===== src/rtl/dht11_sample_sched_if.sv =====
// Signal bundle between the DHT11 sample scheduler, its reader core and the downstream consumers.
// The master modport is the scheduler; the slave modport is whatever drives or observes it.
interface dht11_sample_sched_if;
  logic        enable;
  logic        trig_req;
  logic        err_clr;
  logic        start;
  logic        rd_done;
  logic [39:0] rd_frame;
  logic [7:0]  humidity_int;
  logic [7:0]  humidity_float;
  logic [7:0]  temperature_int;
  logic [7:0]  temperature_float;
  logic        data_valid;
  logic        data_upd;
  logic        err_checksum;
  logic        err_timeout;
  logic        fail;
  logic        busy;
  logic [15:0] sample_cnt;

  modport master (
    input  enable, trig_req, err_clr, rd_done, rd_frame,
    output start, humidity_int, humidity_float, temperature_int, temperature_float,
           data_valid, data_upd, err_checksum, err_timeout, fail, busy, sample_cnt
  );

  modport slave (
    output enable, trig_req, err_clr, rd_done, rd_frame,
    input  start, humidity_int, humidity_float, temperature_int, temperature_float,
           data_valid, data_upd, err_checksum, err_timeout, fail, busy, sample_cnt
  );
endinterface


===== src/rtl/dht11_sample_sched.sv =====
// DHT11 sampling controller: periodic/on-demand start with a minimum inter-sample gap,
// response timeout, checksum validation, bounded retries and latched sensor readings.
module dht11_sample_sched #(
  parameter int unsigned SAMPLE_PERIOD = 50_000_000,
  parameter int unsigned MIN_GAP       = 25_000_000,
  parameter int unsigned RESP_TIMEOUT  = 2_500_000,
  parameter int unsigned MAX_RETRY     = 3,
  parameter int unsigned CNT_W         = 26
) (
  input  logic                       clk,
  input  logic                       rst,
  dht11_sample_sched_if.master       bus
);
  localparam int unsigned RETRY_W = (MAX_RETRY < 1) ? 1 : $clog2(MAX_RETRY + 1);
  localparam logic [CNT_W-1:0]   PERIOD_LAST = CNT_W'(SAMPLE_PERIOD - 1);
  localparam logic [CNT_W-1:0]   TMO_LAST    = CNT_W'(RESP_TIMEOUT - 1);
  localparam logic [CNT_W-1:0]   GAP_LOAD    = CNT_W'(MIN_GAP);
  localparam logic [RETRY_W-1:0] RETRY_MAX   = RETRY_W'(MAX_RETRY);

  typedef enum logic [2:0] {S_IDLE, S_START, S_WAIT, S_CHECK, S_FAILURE} state_t;

  state_t             r_state, w_next;
  logic [CNT_W-1:0]   r_period, r_gap, r_tmo;
  logic               r_pending;
  logic [RETRY_W-1:0] r_retry_cnt;
  logic [39:0]        r_frame;
  logic [7:0]         r_hum_int, r_hum_flt, r_tmp_int, r_tmp_flt;
  logic               r_valid, r_upd, r_err_cs, r_err_to;
  logic [15:0]        r_sample_cnt;

  logic       w_timer_hit, w_tmo_hit, w_can_retry, w_frame_ok;
  logic [7:0] w_sum;

  assign w_timer_hit = bus.enable && (r_period == PERIOD_LAST);
  assign w_tmo_hit   = (r_tmo == TMO_LAST);
  assign w_can_retry = (r_retry_cnt < RETRY_MAX);
  assign w_sum       = r_frame[39:32] + r_frame[31:24] + r_frame[23:16] + r_frame[15:8];
  assign w_frame_ok  = (w_sum == r_frame[7:0]);

  // NOTE: every variable written here gets a default first, so no path can infer a latch.
  always_comb begin
    w_next = r_state;
    case (r_state)
      S_IDLE:    if (bus.enable && r_pending && (r_gap == '0)) w_next = S_START;
      S_START:   w_next = S_WAIT;
      S_WAIT:    if (bus.rd_done) w_next = S_CHECK;
                 else if (w_tmo_hit) w_next = S_FAILURE;
      S_CHECK:   w_next = w_frame_ok ? S_IDLE : S_FAILURE;
      S_FAILURE: w_next = S_IDLE;
      default:   w_next = S_IDLE;
    endcase
  end

  // NOTE: sequential state uses non-blocking assignments so every register samples pre-edge values.
  always_ff @(posedge clk or posedge rst) begin
    if (rst) r_state <= S_IDLE;
    else     r_state <= w_next;
  end

  // Timers and request bookkeeping; a new request arriving on the START entry cycle is kept.
  always_ff @(posedge clk or posedge rst) begin
    if (rst) begin
      r_period    <= '0;
      r_gap       <= GAP_LOAD;
      r_tmo       <= '0;
      r_pending   <= 1'b0;
      r_retry_cnt <= '0;
      r_frame     <= '0;
    end else begin
      if (!bus.enable || w_timer_hit) r_period <= '0;
      else                            r_period <= r_period + CNT_W'(1);

      if (r_state == S_START)  r_gap <= GAP_LOAD;
      else if (r_gap != '0)    r_gap <= r_gap - CNT_W'(1);

      if (r_state == S_START)     r_tmo <= '0;
      else if (r_state == S_WAIT) r_tmo <= r_tmo + CNT_W'(1);

      if (w_timer_hit || (bus.trig_req && bus.enable) || (r_state == S_FAILURE && w_can_retry))
        r_pending <= 1'b1;
      else if (r_state == S_IDLE && w_next == S_START)
        r_pending <= 1'b0;

      if (r_state == S_CHECK && w_frame_ok) r_retry_cnt <= '0;
      else if (r_state == S_FAILURE)        r_retry_cnt <= w_can_retry ? r_retry_cnt + RETRY_W'(1) : '0;

      if (r_state == S_WAIT && bus.rd_done) r_frame <= bus.rd_frame;
    end
  end

  // Published readings and status; a flag being set outranks a same-cycle err_clr.
  always_ff @(posedge clk or posedge rst) begin
    if (rst) begin
      r_hum_int    <= '0;
      r_hum_flt    <= '0;
      r_tmp_int    <= '0;
      r_tmp_flt    <= '0;
      r_valid      <= 1'b0;
      r_upd        <= 1'b0;
      r_err_cs     <= 1'b0;
      r_err_to     <= 1'b0;
      r_sample_cnt <= '0;
    end else begin
      r_upd <= 1'b0;
      if (r_state == S_CHECK && w_frame_ok) begin
        r_hum_int    <= r_frame[39:32];
        r_hum_flt    <= r_frame[31:24];
        r_tmp_int    <= r_frame[23:16];
        r_tmp_flt    <= r_frame[15:8];
        r_valid      <= 1'b1;
        r_upd        <= 1'b1;
        r_sample_cnt <= r_sample_cnt + 16'd1;
      end

      if (r_state == S_CHECK && !w_frame_ok) r_err_cs <= 1'b1;
      else if (bus.err_clr)                  r_err_cs <= 1'b0;

      if (r_state == S_WAIT && !bus.rd_done && w_tmo_hit) r_err_to <= 1'b1;
      else if (bus.err_clr)                                r_err_to <= 1'b0;
    end
  end

  assign bus.start             = (r_state == S_START);
  assign bus.busy              = (r_state != S_IDLE);
  assign bus.fail              = (r_state == S_FAILURE) && !w_can_retry;
  assign bus.humidity_int      = r_hum_int;
  assign bus.humidity_float    = r_hum_flt;
  assign bus.temperature_int   = r_tmp_int;
  assign bus.temperature_float = r_tmp_flt;
  assign bus.data_valid        = r_valid;
  assign bus.data_upd          = r_upd;
  assign bus.err_checksum      = r_err_cs;
  assign bus.err_timeout       = r_err_to;
  assign bus.sample_cnt        = r_sample_cnt;
endmodule

===== src/flat_wrapper.sv =====
// flat-port wrapper written by rule: the top's interface ports become plain ports
module dht11_sample_sched_flat 
#(
  parameter int unsigned SAMPLE_PERIOD = 50_000_000,
  parameter int unsigned MIN_GAP       = 25_000_000,
  parameter int unsigned RESP_TIMEOUT  = 2_500_000,
  parameter int unsigned MAX_RETRY     = 3,
  parameter int unsigned CNT_W         = 26
)
  (clk, rst, bus_enable, bus_trig_req, bus_err_clr, bus_rd_done, bus_rd_frame, bus_start, bus_humidity_int, bus_humidity_float, bus_temperature_int, bus_temperature_float, bus_data_valid, bus_data_upd, bus_err_checksum, bus_err_timeout, bus_fail, bus_busy, bus_sample_cnt);
  dht11_sample_sched_if bus_i ();
  input  logic clk;
  input  logic rst;
  input wire logic [$bits(bus_i.enable)-1:0] bus_enable;
  input wire logic [$bits(bus_i.trig_req)-1:0] bus_trig_req;
  input wire logic [$bits(bus_i.err_clr)-1:0] bus_err_clr;
  input wire logic [$bits(bus_i.rd_done)-1:0] bus_rd_done;
  input wire logic [$bits(bus_i.rd_frame)-1:0] bus_rd_frame;
  output wire logic [$bits(bus_i.start)-1:0] bus_start;
  output wire logic [$bits(bus_i.humidity_int)-1:0] bus_humidity_int;
  output wire logic [$bits(bus_i.humidity_float)-1:0] bus_humidity_float;
  output wire logic [$bits(bus_i.temperature_int)-1:0] bus_temperature_int;
  output wire logic [$bits(bus_i.temperature_float)-1:0] bus_temperature_float;
  output wire logic [$bits(bus_i.data_valid)-1:0] bus_data_valid;
  output wire logic [$bits(bus_i.data_upd)-1:0] bus_data_upd;
  output wire logic [$bits(bus_i.err_checksum)-1:0] bus_err_checksum;
  output wire logic [$bits(bus_i.err_timeout)-1:0] bus_err_timeout;
  output wire logic [$bits(bus_i.fail)-1:0] bus_fail;
  output wire logic [$bits(bus_i.busy)-1:0] bus_busy;
  output wire logic [$bits(bus_i.sample_cnt)-1:0] bus_sample_cnt;
  assign bus_i.enable = bus_enable;
  assign bus_i.trig_req = bus_trig_req;
  assign bus_i.err_clr = bus_err_clr;
  assign bus_i.rd_done = bus_rd_done;
  assign bus_i.rd_frame = bus_rd_frame;
  assign bus_start = bus_i.start;
  assign bus_humidity_int = bus_i.humidity_int;
  assign bus_humidity_float = bus_i.humidity_float;
  assign bus_temperature_int = bus_i.temperature_int;
  assign bus_temperature_float = bus_i.temperature_float;
  assign bus_data_valid = bus_i.data_valid;
  assign bus_data_upd = bus_i.data_upd;
  assign bus_err_checksum = bus_i.err_checksum;
  assign bus_err_timeout = bus_i.err_timeout;
  assign bus_fail = bus_i.fail;
  assign bus_busy = bus_i.busy;
  assign bus_sample_cnt = bus_i.sample_cnt;
  dht11_sample_sched #(.SAMPLE_PERIOD(SAMPLE_PERIOD), .MIN_GAP(MIN_GAP), .RESP_TIMEOUT(RESP_TIMEOUT), .MAX_RETRY(MAX_RETRY), .CNT_W(CNT_W)) u_core (.clk(clk), .rst(rst), .bus(bus_i));
endmodule

===== config.mk =====
export PLATFORM = sky130hd
export DESIGN_NAME = dht11_sample_sched_flat
export DESIGN_NICKNAME = d
export VERILOG_FILES = /design/src/rtl/dht11_sample_sched_if.sv /design/src/rtl/dht11_sample_sched.sv /design/src/flat_wrapper.sv
export SDC_FILE = /design/constraint.sdc
export NUM_CORES = 1
export LEC_CHECK = 0
export ABC_AREA = 1
export BUFFER_PORTS_ARGS = -buffer_cell sky130_fd_sc_hd__buf_2
export CAP_MARGIN = 40
export CORE_UTILIZATION = 60
export CTS_CLUSTER_DIAMETER = 80
export CTS_CLUSTER_SIZE = 8
export DETAILED_ROUTE_END_ITERATION = 12
export PLACE_DENSITY_LB_ADDON = 0.08
export REMOVE_ABC_BUFFERS = 1
export SLEW_MARGIN = 10
export SYNTH_ARGS = -nofsm -noshare
export SYNTH_HDL_FRONTEND = slang
export SYNTH_SLANG_ARGS = --single-unit

===== constraint.sdc =====
create_clock -name clk -period 5.35 [get_ports clk]
set_clock_uncertainty 0.1 [all_clocks]
set_input_delay 0 -clock clk [delete_from_list [all_inputs] [get_ports clk]]
set_output_delay 0 -clock clk [all_outputs]
set_load 0.02 [all_outputs]

# [Word level (Yosys, flattened, before mapping)]
# Index checks and enable logic that the tools add are counted.
# W data, S select, Z words.
[word_totals] register_bits=176 out_inout_bits=55 word_cells=81
[op_classes] add_sub_neg=8 magnitude_cmp=1 eq_ne=8 n_mux=19 n_reduce_logical=29
[op_table] cell="$mux W26" n=5
[op_table] cell="$add A26 B1 Y26 const B" n=2
[op_table] cell="$eq A26 B22 Y1 const B" n=1
[op_table] cell="$eq A26 B26 Y1 const B" n=1
[op_table] cell="$logic_not A26 Y1" n=1
[op_table] cell="$reduce_bool A26 Y1" n=1
[op_table] cell="$sub A26 B1 Y26 const B" n=1
[op_table] cell="$add A8 B8 Y8" n=3
[op_table] cell="$add A16 B1 Y16 const B" n=1
[op_table] cell="$logic_and A1 B1 Y1" n=12
[op_table] cell="$mux W3" n=4
[op_table] cell="$pmux W3 S4" n=1
[op_table] cell="$reduce_bool A2 Y1" n=6
[op_table] cell="$eq A8 B8 Y1" n=1
[op_table] cell="$eq A3 B1 Y1 const B" n=2
[op_table] cell="$eq A3 B2 Y1 const B" n=2
[op_table] cell="$mux W1" n=6
[op_table] cell="$mux W2" n=3
[op_table] cell="$logic_not A1 Y1" n=4
[op_table] cell="$eq A3 B3 Y1 const B" n=1
[op_table] cell="$logic_not A3 Y1" n=1
[op_table] cell="$logic_or A1 B1 Y1" n=3
[op_table] cell="$reduce_bool A3 Y1" n=1
[op_table] cell="$add A2 B1 Y2 const B" n=1
[op_table] cell="$lt A2 B2 Y1 const B" n=1

# [Longest topological paths before layout]
# Gate-level depths: netlist (run 1).
[logic_depth] word_depth=10 mapped_depth=18

# [Worst setup path before layout (run 1)]
# OpenSTA, ideal clock, no wires.
[synth_path] path_type="register to register" start="reg u_core.r_frame[9]" end="reg u_core.r_sample_cnt[2] (netlist: u_core.bus.sample_cnt[2])" setup_time_ps=118 arrival_time_ps=3161 setup_slack_ps=1971 path_stages_with_launch=17 n_path_buf=1 synth_period_minus_slack_ps=3379 path_cell_list="dfrtp_1 > fa_1 > inv_1 > fa_1 > inv_1 > ha_1 > fa_1 > nand2_1 > nand2_1 > nand3_1 > nor2_1 > nand3_1 > nor3_4 > nand3_2 > buf_2 > nand2_1 > nand2_1"
[synth_between] elab_chain_len=3
[synth_lines] item="start, declared" line_no="dht11_sample_sched.sv:26" source="logic [39:0] r_frame;"
[synth_lines] item="start signal, assigned" line_no="dht11_sample_sched.sv:87" source="if (r_state == S_WAIT && bus.rd_done) r_frame <= bus.rd_frame;"
[synth_lines] item="$add A8 B8 Y8" line_no="dht11_sample_sched.sv:37" source="assign w_sum = r_frame[39:32] + r_frame[31:24] + r_frame[23:16] + r_frame[15:8];"
[synth_lines] item="$eq A8 B8 Y1" line_no="dht11_sample_sched.sv:38" source="assign w_frame_ok = (w_sum == r_frame[7:0]);"
[synth_lines] item="$logic_and A1 B1 Y1" line_no="dht11_sample_sched.sv:105" source="if (r_state == S_CHECK && w_frame_ok) begin"
[synth_lines] item="end signal, assigned" line_no="dht11_sample_sched.sv:112" source="r_sample_cnt <= r_sample_cnt + 16'd1;"
[synth_lines] item="end, declared" line_no="dht11_sample_sched.sv:29" source="logic [15:0] r_sample_cnt;"
# Every way passes these cells.
# A chain may end at the register's enable or synchronous reset.

# [Worst setup path after layout (run 1)]
[layout_path] start="reg u_core.r_frame[9]" end="reg u_core.r_tmp_int[4] (netlist: u_core.bus.temperature_int[4])"
[layout_between] elab_chain_len=3
[layout_lines] item="$add A8 B8 Y8" line_no="dht11_sample_sched.sv:37"
[layout_lines] item="$eq A8 B8 Y1" line_no="dht11_sample_sched.sv:38"
[layout_lines] item="$logic_and A1 B1 Y1" line_no="dht11_sample_sched.sv:105"
[layout_lines] item="end signal, assigned" line_no="dht11_sample_sched.sv:108" source="r_tmp_int <= r_frame[23:16];"
[layout_lines] item="end, declared" line_no="dht11_sample_sched.sv:27" source="logic [7:0] r_hum_int, r_hum_flt, r_tmp_int, r_tmp_flt;"
# Every way passes these cells.

==> results of run 1 <==
==> registers in the layout, indices dropped and copies added, names as in the netlist, 16 cells and up <==
name	cells
u_core.r_gap	26
u_core.r_period	26
u_core.bus.sample_cnt	16
u_core.r_frame	40
u_core.r_tmo	26
==> per-stage QoR <==
stage / instance area (um2) / instances / util [%] / hold slack (ps) / worst slack [ps]
after floorplan: 9419 / 1149 / - / 7.288 / 496.3
after global placement: 10250 / 1467 / 66.66 / -27.28 / 1093
after detailed placement: 10290 / 1469 / 66.92 / -27.42 / 1010
after CTS: 11340 / 1548 / 73.81 / 49.05 / 966.5
after global routing: 11340 / 1548 / 73.81 / 113.1 / 623.6
final: 11340 / 1548 / 73.81 / 72.18 / 914.0
==> synthesized netlist by cell type (all sizes together) <==
cell / n
nand2: 296
dfrtp: 164
nor2: 143
inv: 140
nand4: 79
nand3: 57
nor3: 43
o21ai: 41
mux2: 28
xor2: 27
a21oi: 24
buf: 20
xnor2: 16
clkbuf: 15
fa: 14
dfstp: 12
ha: 12
nor4: 12
or2: 10
nand3b: 8
nor3b: 7
clkinv: 3
o31ai: 3
a22oi: 2
o22ai: 2
a31o: 1
a31oi: 1
and3: 1
mux2i: 1
o21a: 1
o32ai: 1
==> cells by family (layout without fill, tap and decap cells) <==
logic type | after synthesis | after routing | share of synthesized area (%)
and+or+nand+nor | 656 | 656 | 30.48
buffers and inverters | 178 | 331 | 7.287
DFF | 176 | 176 | 46.13
AOI/OAI and AO/OA | 76 | 76 | 4.284
xor gates and xnor gates | 43 | 43 | 3.931
muxes | 29 | 29 | 3.396
adders and majority gates | 26 | 26 | 4.493
==> worst max path at each step <==
stage | cells after the start | end | slack (ps) | startpoint
after global placement | 16 | u_core.bus.sample_cnt[2] | 1090 | u_core.r_frame[9]
final | 17 | u_core.bus.temperature_int[4] | 910 | u_core.r_frame[9]
after CTS | 16 | u_core.bus.humidity_int[5] | 970 | u_core.r_frame[9]
after detailed placement | 16 | u_core.bus.sample_cnt[2] | 1010 | u_core.r_frame[9]
after global routing | 17 | u_core.bus.humidity_int[5] | 620 | u_core.r_frame[9]
after floorplan | 1 | u_core.bus.data_upd | 500 | rst
==> cell type report <==
class,instances,area (um2),share of cell area (%)
clock buffers,20,466.7,4.114
clock inverters,12,121.4,1.070
inverters,143,541.8,4.776
multi-input cells,830,4468,39.38
flip-flops and latches,176,4419,38.95
well taps,211,264.0,2.327
repair buffers,156,1064,9.375
==> metal layers <==
metal	global-route usage [%]	routed length [um]	vias up
met2	50.17	11380	242
met5	0	0	-
li1	-	-	4138
met4	9.273	350	0
met3	5.904	1233	27
met1	44.23	11060	4117
==> power by group <==
group / total [W] / switching, W / internal [W] / leakage [nW]
clock network: 0.00124 / 0.000557 / 0.000688 / 0.287
logic: 0.00374 / 0.00252 / 0.00122 / 3.05
registers: 0.00191 / 0.000268 / 0.00164 / 2.29
total: 0.00690 / 0.00335 / 0.00355 / 5.62
==> worst max-delay path, cell delays in order, from the launching register on <==
cell and delay, ps:
dfrtp_1 420, fa_1 560, inv_1 70, fa_1 500, inv_1 40, ha_1 230
fa_1 460, inv_1 70, nand2_1 50, nand2_1 60, nand3_1 80, nor2_1 100
nand3_1 120, nor3_4 150, nand3_2 640, buf_4 480, nand2_1 120, nand2_1 70
==> placed cells by master (no fill, tap or decap), types with 2 or more instances in the layout <==
cell and count:
dlygate4sd3_1 47, dfstp_2 12, nor4_1 12, fa_1 14, nand4_1 79, ha_1 12, nor3_1 41, nor2_1 143
nand3b_1 8, inv_6 4, clkinv_2 2, nand2_1 294, buf_4 7, xor2_1 27, a21oi_1 23, inv_1 138
o31ai_1 3, o22ai_1 2, clkbuf_8 3, o21ai_0 41, nand3_1 56, mux2_2 28, inv_8 2, xnor2_1 16
a22oi_1 2, buf_12 2, nand2_2 2, clkinv_4 2, buf_2 100, clkinv_1 3, clkinvlp_4 2, clkbuf_16 17
dfrtp_1 164, nor3b_1 7, or2_2 10
==> what timing repair did <==
action | in CTS | in global routing
hold buffers | 47 | 0
endpoints found under the setup margin | 0 | 0
buffers inserted | 0 | 0
hold endpoints to repair | 99 | 0
==> key figures, run 1 <==
Clocking
  • Worst-path clk slew: around 70 ps
  • Clock root cell: clkbuf_16
  • H-tree Lvls: 4
  • CTS tree: yes
  • Clock sinks: approximately 180
  • Cells resized by post-CTS repair: 0
  • Max clock buf depth: 2
  • Skew-Pair Late Insertion Delay: 440 ps
  • Clock buffer count from CTS: 17

Synth
  • Netlist cell types: 37
  • Synth Warn #: 0
  • Mapped Area: 0.009580 mm2
  • Yosys top cell area share: between 40 and 50%
  • Ranking of synthesized cells by area: dfrtp_1 (43%), nand2_1 (12%), nor2_1 (5.6%)
  • Largest area contributor in the netlist: dfrtp_1
  • Synth Instances: 1,184
  • Synthesized flop and latch total: 176
  • Synth Area per Inst: between 8 and 9 um2
  • Register area share after synthesis: between 40% and 50%

Detailed routing
  • Vias: 8,524
  • Via-per-instance ratio: ~5.5
  • Average wire per standard cell: 15.52 um
  • Post-route ant nets: 0
  • TritonRoute pass-1 iters: 5
  • DR DRC count: 0
  • Detailed Route Iter0 Violations: between 600 and 700
  • Drt total wl: roughly 24,000 um

STA
  • Period minus WS final: about 4400 ps
  • Pins Over Slew Limit: 0
  • TNS Setup: 0 ps
  • Max-Slew Margin vs Limit: 45.44%
  • Final hold violation count: 0
  • Fin crit share: 82.92%
  • Slew of the pin with the lowest slew margin: around 820 ps
  • RSZ-0062 raised after global routing: no
  • Final setup viols: 0
  • Max Freq: 225.4 MHz

Layout
  • Final net count: 1,396
  • Fill count: ~1,200
  • Layout cells sized above 1: between 10% and 20%
  • Ant diodes: 0
  • Area grow syn2layout: 18.41%

Setup path
  • R2r endpoint: u_core.bus.temperature_int[4]
  • Crit. End Element: register
  • Worst setup SP type: register
  • Worst Path Arrival: around 4700 ps
  • CP max FO: 35
  • Reg2Reg Depth: 17
  • Data required, critical path: ~5600 ps
  • FF-to-FF Start: u_core.r_frame[9]
  • R2R setup slack: between 900 and 1000 ps
  • CP Class: reg -> reg

Placement
  • Final GP Congestion: approximately 0.9
  • Post-DP HPWL: 15,690 um
  • PortBufs: 100

Global route
  • GRT Total Usage: 31.48%
  • Vias in the first global route: between 8,000 and 9,000
  • First-pass GRT wire length: between 40,000 and 50,000 um
  • Grt total ovfl: 0
  • Largest net degree at the start of global routing: between 50 and 60
  • Initial antenna violation count: 0

Hold path
  • Worst hold path type: in -> async

Die
  • Die extent in y: about 130 um
  • # rows: between 40 and 50
  • Die area: ~0.016 mm2
  • Core Area: ~0.015 mm2
  • # IOs: 101
  • Starting Density: roughly 62%
  • Die width: 128.4 um

Run
  • Max-cap viol count: 0

Power
  • VDD IR max: 1.210 mV
  • Cell Pwr Density: 608.0 mW/mm2
  • Leak: ~5.6 nW
  • Final Power: 0.006897 W

Outcome
  • Outcome: finished, final reports clean
Note: power is estimated with default switching activity, not from simulation.
==> run 2: changes to the inputs <==
==> constraint.sdc (replaced) <==
create_clock -name clk -period 4.4 [get_ports clk]
set_clock_uncertainty 0.1 [all_clocks]
set_input_delay 0 -clock clk [delete_from_list [all_inputs] [get_ports clk]]
set_output_delay 0 -clock clk [all_outputs]
set_load 0.02 [all_outputs]
==> key figures, run 2 (synthesis results as in run 1) <==
Clocking
  • Clock sinks: 176 (unchanged)
  • Clock buffer count from CTS: 17 (unchanged)
  • H-tree Lvls: 4 (unchanged)
  • CTS tree: yes
  • Setup Buffers After CTS: 0 (unchanged)
  • Skew-Pair Late Insertion Delay: 430 ps (about the same)
  • Worst-path clk slew: 70 ps (about the same)
  • Clock root cell: clkbuf_16
  • Max clock buf depth: 2 (unchanged)

Global route
  • Vias in the first global route: 8,306 (-0.12%)
  • Initial antenna violation count: 0 (unchanged)
  • GRT Total Usage: 30.34% (-1.1 points)
  • Grt total ovfl: 0 (unchanged)
  • First-pass GRT wire length: 39,500 um (-2.8%)
  • Largest net degree at the start of global routing: 93 (+72%)

STA
  • TNS Setup: 0 ps (unchanged)
  • Hold_ws: 226.2 ps (+154.0 ps)
  • Pins Over Slew Limit: 0 (unchanged)
  • Max-Slew Margin vs Limit: 45.20% (-0.25 points)
  • Slew of the pin with the lowest slew margin: 820.1 ps (+2.654 ps)
  • Period minus WS final: 3766 ps (-669.7 ps)
  • Final hold violation count: 0 (unchanged)
  • Final setup viols: 0 (unchanged)
  • Max Freq: 265.5 MHz (+18%)
  • Fin crit share: 85.60% (+2.7 points)
  • RSZ-0062 raised after global routing: no

Die
  • Starting Density: 62.33% (unchanged)
  • Die width: 128.4 um (unchanged)
  • Die extent in y: 128.4 um (unchanged)
  • # rows: 45 (unchanged)
  • Die area: 0.01648 mm2 (unchanged)
  • Core Area: 0.01537 mm2 (unchanged)
  • # IOs: 101 (unchanged)

Detailed routing
  • Average wire per standard cell: 14.98 um (-3.5%)
  • DR DRC count: 0 (unchanged)
  • Vias: 8,533 (+0.11%)
  • Via-per-instance ratio: 5.487 (-0.35%)
  • TritonRoute pass-1 iters: 5 (unchanged)
  • Drt total wl: 23,290 um (-3.0%)
  • Detailed Route Iter0 Violations: 563 (-16%)
  • Post-route ant nets: 0 (unchanged)

Placement
  • Final GP Congestion: 0.9338 (+1.1%)
  • Placed Area: 0.01033 mm2 (+0.39%)
  • PortBufs: 100 (unchanged)
  • Post-DP HPWL: 15,540 um (-0.96%)
  • Placed cell count: 1,475 (+0.41%)

Run
  • Max-cap viol count: 0 (unchanged)

Layout
  • Fill count: 1,139 (-3.9%)
  • Ant diodes: 0 (unchanged)
  • Most common cell after layout, fill and taps aside: nand2_1
  • Commonest cells after routing, fill and taps aside: nand2_1 (294), dfrtp_1 (164), nor2_1 (143)
  • Area grow syn2layout: 18.60%
  • Layout Cells excl Fill: 1,555 (+0.45%)
  • Largest register FFs: 40 (unchanged)
  • Final net count: 1,404 (+0.57%)
  • Biggest register: u_core.r_frame
  • Post-route cell area: 0.01136 mm2 (+0.15%)
  • Layout cells sized above 1: 15.25% (+0.29 points)

Setup path
  • Data required, critical path: 4610 ps (-970 ps)
  • Worst setup SP type: register
  • CP Class: reg -> reg
  • Reg2Reg Depth: 16 (-1)
  • CP max FO: 34 (-2.9%)
  • Worst Path Arrival: 3970 ps (-700 ps)
  • CP startpoint: u_core.r_frame[9]
  • FF-to-FF Start: u_core.r_frame[9]
  • Crit. End Element: register
  • R2r endpoint: u_core.bus.err_checksum
  • R2R setup slack: 630 ps (-280 ps)

Hold path
  • Worst hold path type: in -> reg
  • HP Start: bus_err_clr
  • Hold path depth: 3
  • Hold path endpoint: u_core.bus.err_checksum

Power
  • VDD IR max: 0.9612 mV (-21%)
  • Cell Pwr Density: 735.5 mW/mm2 (+21%)
  • Final Power: 0.008357 W (+21%)
  • Leak: 5.639 nW (+0.29%)

Outcome
  • Outcome: finished, final reports clean
run 2: repair_timing:
item,4_1_cts,5_1_grt
resized for setup,0,0
hold buffers,49,0
endpoints found under the hold margin,212,0
run 2: stage by stage:
step                utilization (%)  setup slack (ps)
floorplan                         -            -453.7
global placement              67.00             742.8
detailed placement            67.18             701.2
CTS                           73.92             637.2
global route                  73.92             375.9
finish                        73.92             633.7
run 2: worst max path at each step:
stage	endpoint	depth (start not counted)	slack (ps)
2_1_floorplan	u_core.bus.data_upd	1	-450
3_3_place_gp	u_core.bus.err_checksum	16	740
3_5_place_dp	u_core.bus.err_checksum	16	700
4_1_cts	u_core.bus.err_checksum	16	640
5_1_grt	u_core.bus.err_checksum	17	380
6_report	u_core.bus.err_checksum	16	630
run 2: routing by layer:
| layer | up-vias | GRT usage, % | share of wire, % | routed length (um) |
|---|---|---|---|---|
| met5 | - | 0 | 0 | 0 |
| met4 | 0 | 7.266 | 1.2 | 279 |
| met3 | 26 | 6.362 | 5.4 | 1264 |
| met2 | 252 | 49.60 | 48 | 11230 |
| met1 | 4093 | 41.66 | 45 | 10520 |
| li1 | 4162 | - | - | - |
run 2: area by class of cell:
| type | count | area (um2) | area share (%) |
|---|---|---|---|
| timing repair buffer | 164 | 1124 | 9.889 |
| clock buffer | 18 | 439.2 | 3.865 |
| tap | 211 | 264.0 | 2.324 |
| sequential | 176 | 4419 | 38.89 |
| clock inverter | 13 | 106.4 | 0.9360 |
| inverter | 143 | 541.8 | 4.768 |
| multi-input combinational | 830 | 4468 | 39.32 |
run 2: where the power goes:
part	total, W	switching [W]	internal (W)
clock	0.00141	0.000660	0.000746
combinational	0.00462	0.00307	0.00155
sequential	0.00233	0.000329	0.00200
run 2: critical path, stage by stage (launching register included):
cell,delay [ps]
dfrtp_1,410
fa_1,550
inv_1,60
fa_1,490
inv_1,40
ha_1,220
fa_1,520
nand2_1,60
nand2_1,60
nand3_1,70
nor2_1,120
nand3_1,140
nor3_4,180
buf_4,370
nand2_1,90
nand2_1,80
o21ai_0,80
==> run 3: changes to the inputs <==
==> constraint.sdc (replaced) <==
create_clock -name clk -period 4.4 [get_ports clk]
set_clock_uncertainty 0.1 [all_clocks]
set_input_delay 0.66 -clock clk [delete_from_list [all_inputs] [get_ports clk]]
set_output_delay 0.66 -clock clk [all_outputs]
set_load 0.02 [all_outputs]
==> key figures, run 3 (synthesis results as in run 1) <==
Outcome
  • Outcome: finished, final reports clean

Clocking
  • Clock sinks: 176 (unchanged)
  • H-tree Lvls: 4 (unchanged)
  • Skew-Pair Late Insertion Delay: 430 ps (about the same)
  • Worst-path clk slew: 70 ps (about the same)
  • Hold_buf cts: 0 (-100%)
  • CTS tree: yes
  • Max clock buf depth: 2 (unchanged)
  • Clock root cell: clkbuf_16
  • Cells resized by post-CTS repair: 0 (unchanged)
  • Clock buffer count from CTS: 17 (unchanged)
  • Setup Buffers After CTS: 0 (unchanged)

Global route
  • Largest net degree at the start of global routing: 87 (-6.5%)
  • Grt total ovfl: 0 (unchanged)
  • Vias in the first global route: 7,655 (-7.8%)
  • Busiest grt layer: met2
  • Met1 GRT Util: 42.80% (+1.1 points)
  • Met3 GRT Util: 7.193% (+0.83 points)
  • Initial antenna violation count: 1 (+1)
  • GRT Total Usage: 28.94% (-1.4 points)
  • Met2 usage: 43.43% (-6.2 points)
  • First-pass GRT wire length: 37,490 um (-5.1%)

STA
  • Final setup viols: 0 (unchanged)
  • Max Freq: 265.0 MHz (-0.20%)
  • Fin crit share: 85.77% (+0.17 points)
  • Hold_ws: 43.17 ps (-183.0 ps)
  • Final hold violation count: 0 (unchanged)
  • Pins Over Slew Limit: 0 (unchanged)
  • RSZ-0062 raised after global routing: no
  • Max-Slew Margin vs Limit: 44.19% (-1.0 points)
  • Slew of the pin with the lowest slew margin: 835.1 ps (+15.08 ps)
  • Period minus WS final: 3774 ps (+7.355 ps)

Die
  • Core Area: 0.01537 mm2 (unchanged)
  • # IOs: 101 (unchanged)
  • Die area: 0.01648 mm2 (unchanged)
  • Starting Density: 62.33% (unchanged)
  • # rows: 45 (unchanged)
  • Die extent in y: 128.4 um (unchanged)
  • Die width: 128.4 um (unchanged)

Layout
  • Layout cells sized above 1: 15.75% (+0.50 points)
  • Fill count: 1,261 (+11%)
  • Commonest cells after routing, fill and taps aside: nand2_1 (294), dfrtp_1 (164), nor2_1 (143)
  • Area taken by multi-input logic gates: 0.004468 mm2 (unchanged)
  • Most common cell after layout, fill and taps aside: nand2_1
  • Post-route cell area: 0.01091 mm2 (-3.9%)
  • Sequential cell area: 0.004419 mm2 (unchanged)
  • Area grow syn2layout: 13.92%
  • Largest register FFs: 40 (unchanged)
  • Biggest register: u_core.r_frame
  • Final net count: 1,354 (-3.6%)

Detailed routing
  • TritonRoute pass-1 iters: 5 (unchanged)
  • Detailed Route Iter0 Violations: 670 (+19%)
  • Vias: 8,145 (-4.5%)
  • DR DRC count: 0 (unchanged)
  • Via-per-instance ratio: 5.405 (-1.5%)
  • Post-route ant nets: 0 (unchanged)
  • Drt total wl: 22,030 um (-5.4%)
  • Average wire per standard cell: 14.62 um (-2.4%)

Setup path
  • Crit. End Element: register
  • CP max FO: 34 (unchanged)
  • Worst setup SP type: register
  • Worst Path Arrival: 3980 ps (about the same)
  • CP peak stage delay: 550 ps (about the same)
  • Worst path cell trace: fa_1 -> inv_1 -> fa_1 -> inv_1 -> ha_1 -> fa_1 -> nand2_1 -> nand2_1 -> nand3_1 -> nor2_1 -> nand3_1 -> nor3_4 -> buf_4 -> nand2_1 -> nand2_1 -> o21ai_0
  • CP Class: reg -> reg
  • Data required, critical path: 4610 ps (about the same)
  • Crit-path slowest cell: fa_1
  • Most used cell, CP: nand2_1

Power
  • VDD IR max: 0.9967 mV (+3.7%)
  • Final Power: 0.008366 W (+0.11%)
  • Cell Pwr Density: 766.5 mW/mm2 (+4.2%)
  • Leak: 5.457 nW (-3.2%)

Placement
  • Post-DP HPWL: 15,630 um (+0.61%)
  • Final GP Congestion: 0.9229 (-1.2%)
  • Placed Area: 0.01033 mm2 (about the same)
  • PortBufs: 100 (unchanged)

Hold path
  • Worst hold path type: in -> async

Run
  • Max-cap viol count: 0 (unchanged)
-- run 3: cell types whose count changed in the layout (fill, tap and decap cells not counted), sizes merged --
cell,change
buf,-1
clkinvlp,-2
bufinv,+1
clkinv,-1
dlygate4sd3,-49
inv,+3
diode,+1
-- run 3: report_power, final --
| group | internal, W | switching (W) | leakage [nW] |
|---|---|---|---|
| logic | 0.00152 | 0.00305 | 2.88 |
| registers | 0.00200 | 0.000309 | 2.29 |
| clock network | 0.000803 | 0.000694 | 0.286 |
| total | 0.00432 | 0.00405 | 5.46 |
-- run 3: through the flow --
step                setup TNS, ps  worst slack (ps)  utilization [%]  std cells
floorplan                 -203200             -1114                -       1149
global placement                0             721.0            66.98       1472
detailed placement              0             629.1            67.24       1474
CTS                             0             616.5            70.99       1506
global route                    0             252.5            70.99       1506
finish                          0             626.3            71.01       1507
-- run 3: metal layers --
| layer | routed length [um] | part of all wire, % |
|---|---|---|
| met1 | 10610 | 48 |
| met2 | 9991 | 45 |
| met3 | 1249 | 5.7 |
| met4 | 163 | 0.74 |
| met5 | 13 | 0.059 |
-- run 3: critical path: cells and delay by family, from the launching register on --
| family | cells | cell delay [ps] |
|---|---|---|
| adder cells (fa/ha/maj) | 4 | 1800 |
| flip-flops | 1 | 410 |
| AND/OR/NAND/NOR | 8 | 750 |
| AO/OA/AOI/OAI | 1 | 100 |
| buffers and inverters | 3 | 490 |
-- run 3: cell type report --
| type | instances | share of cell area (%) |
|---|---|---|
| Antenna cell | 1 | 0.02293 |
| Clock buffer | 18 | 3.932 |
| Clock inverter | 14 | 1.353 |
| Inverter | 143 | 4.964 |
| Multi-Input combinational cell | 830 | 40.94 |
| Sequential cell | 176 | 40.49 |
| Tap cell | 211 | 2.419 |
| Timing Repair Buffer | 114 | 5.881 |
-- run 3: path summary, 6_finish.rpt --
path                                             from                    endpoint  slack, ps  depth (start not counted)
setup / recovery                    u_core.r_frame[9]     u_core.bus.err_checksum        630                         16
hold / removal                                    rst          u_core.r_frame[31]         40                          2
setup reg to reg                    u_core.r_frame[9]     u_core.bus.err_checksum        630                         16
hold reg to reg            u_core.bus.humidity_int[2]  u_core.bus.humidity_int[2]        370                          2
max in group asynchronous                         rst            u_core.r_gap[20]       3140                          4
min in group clk                          bus_err_clr      u_core.bus.err_timeout        340                          2
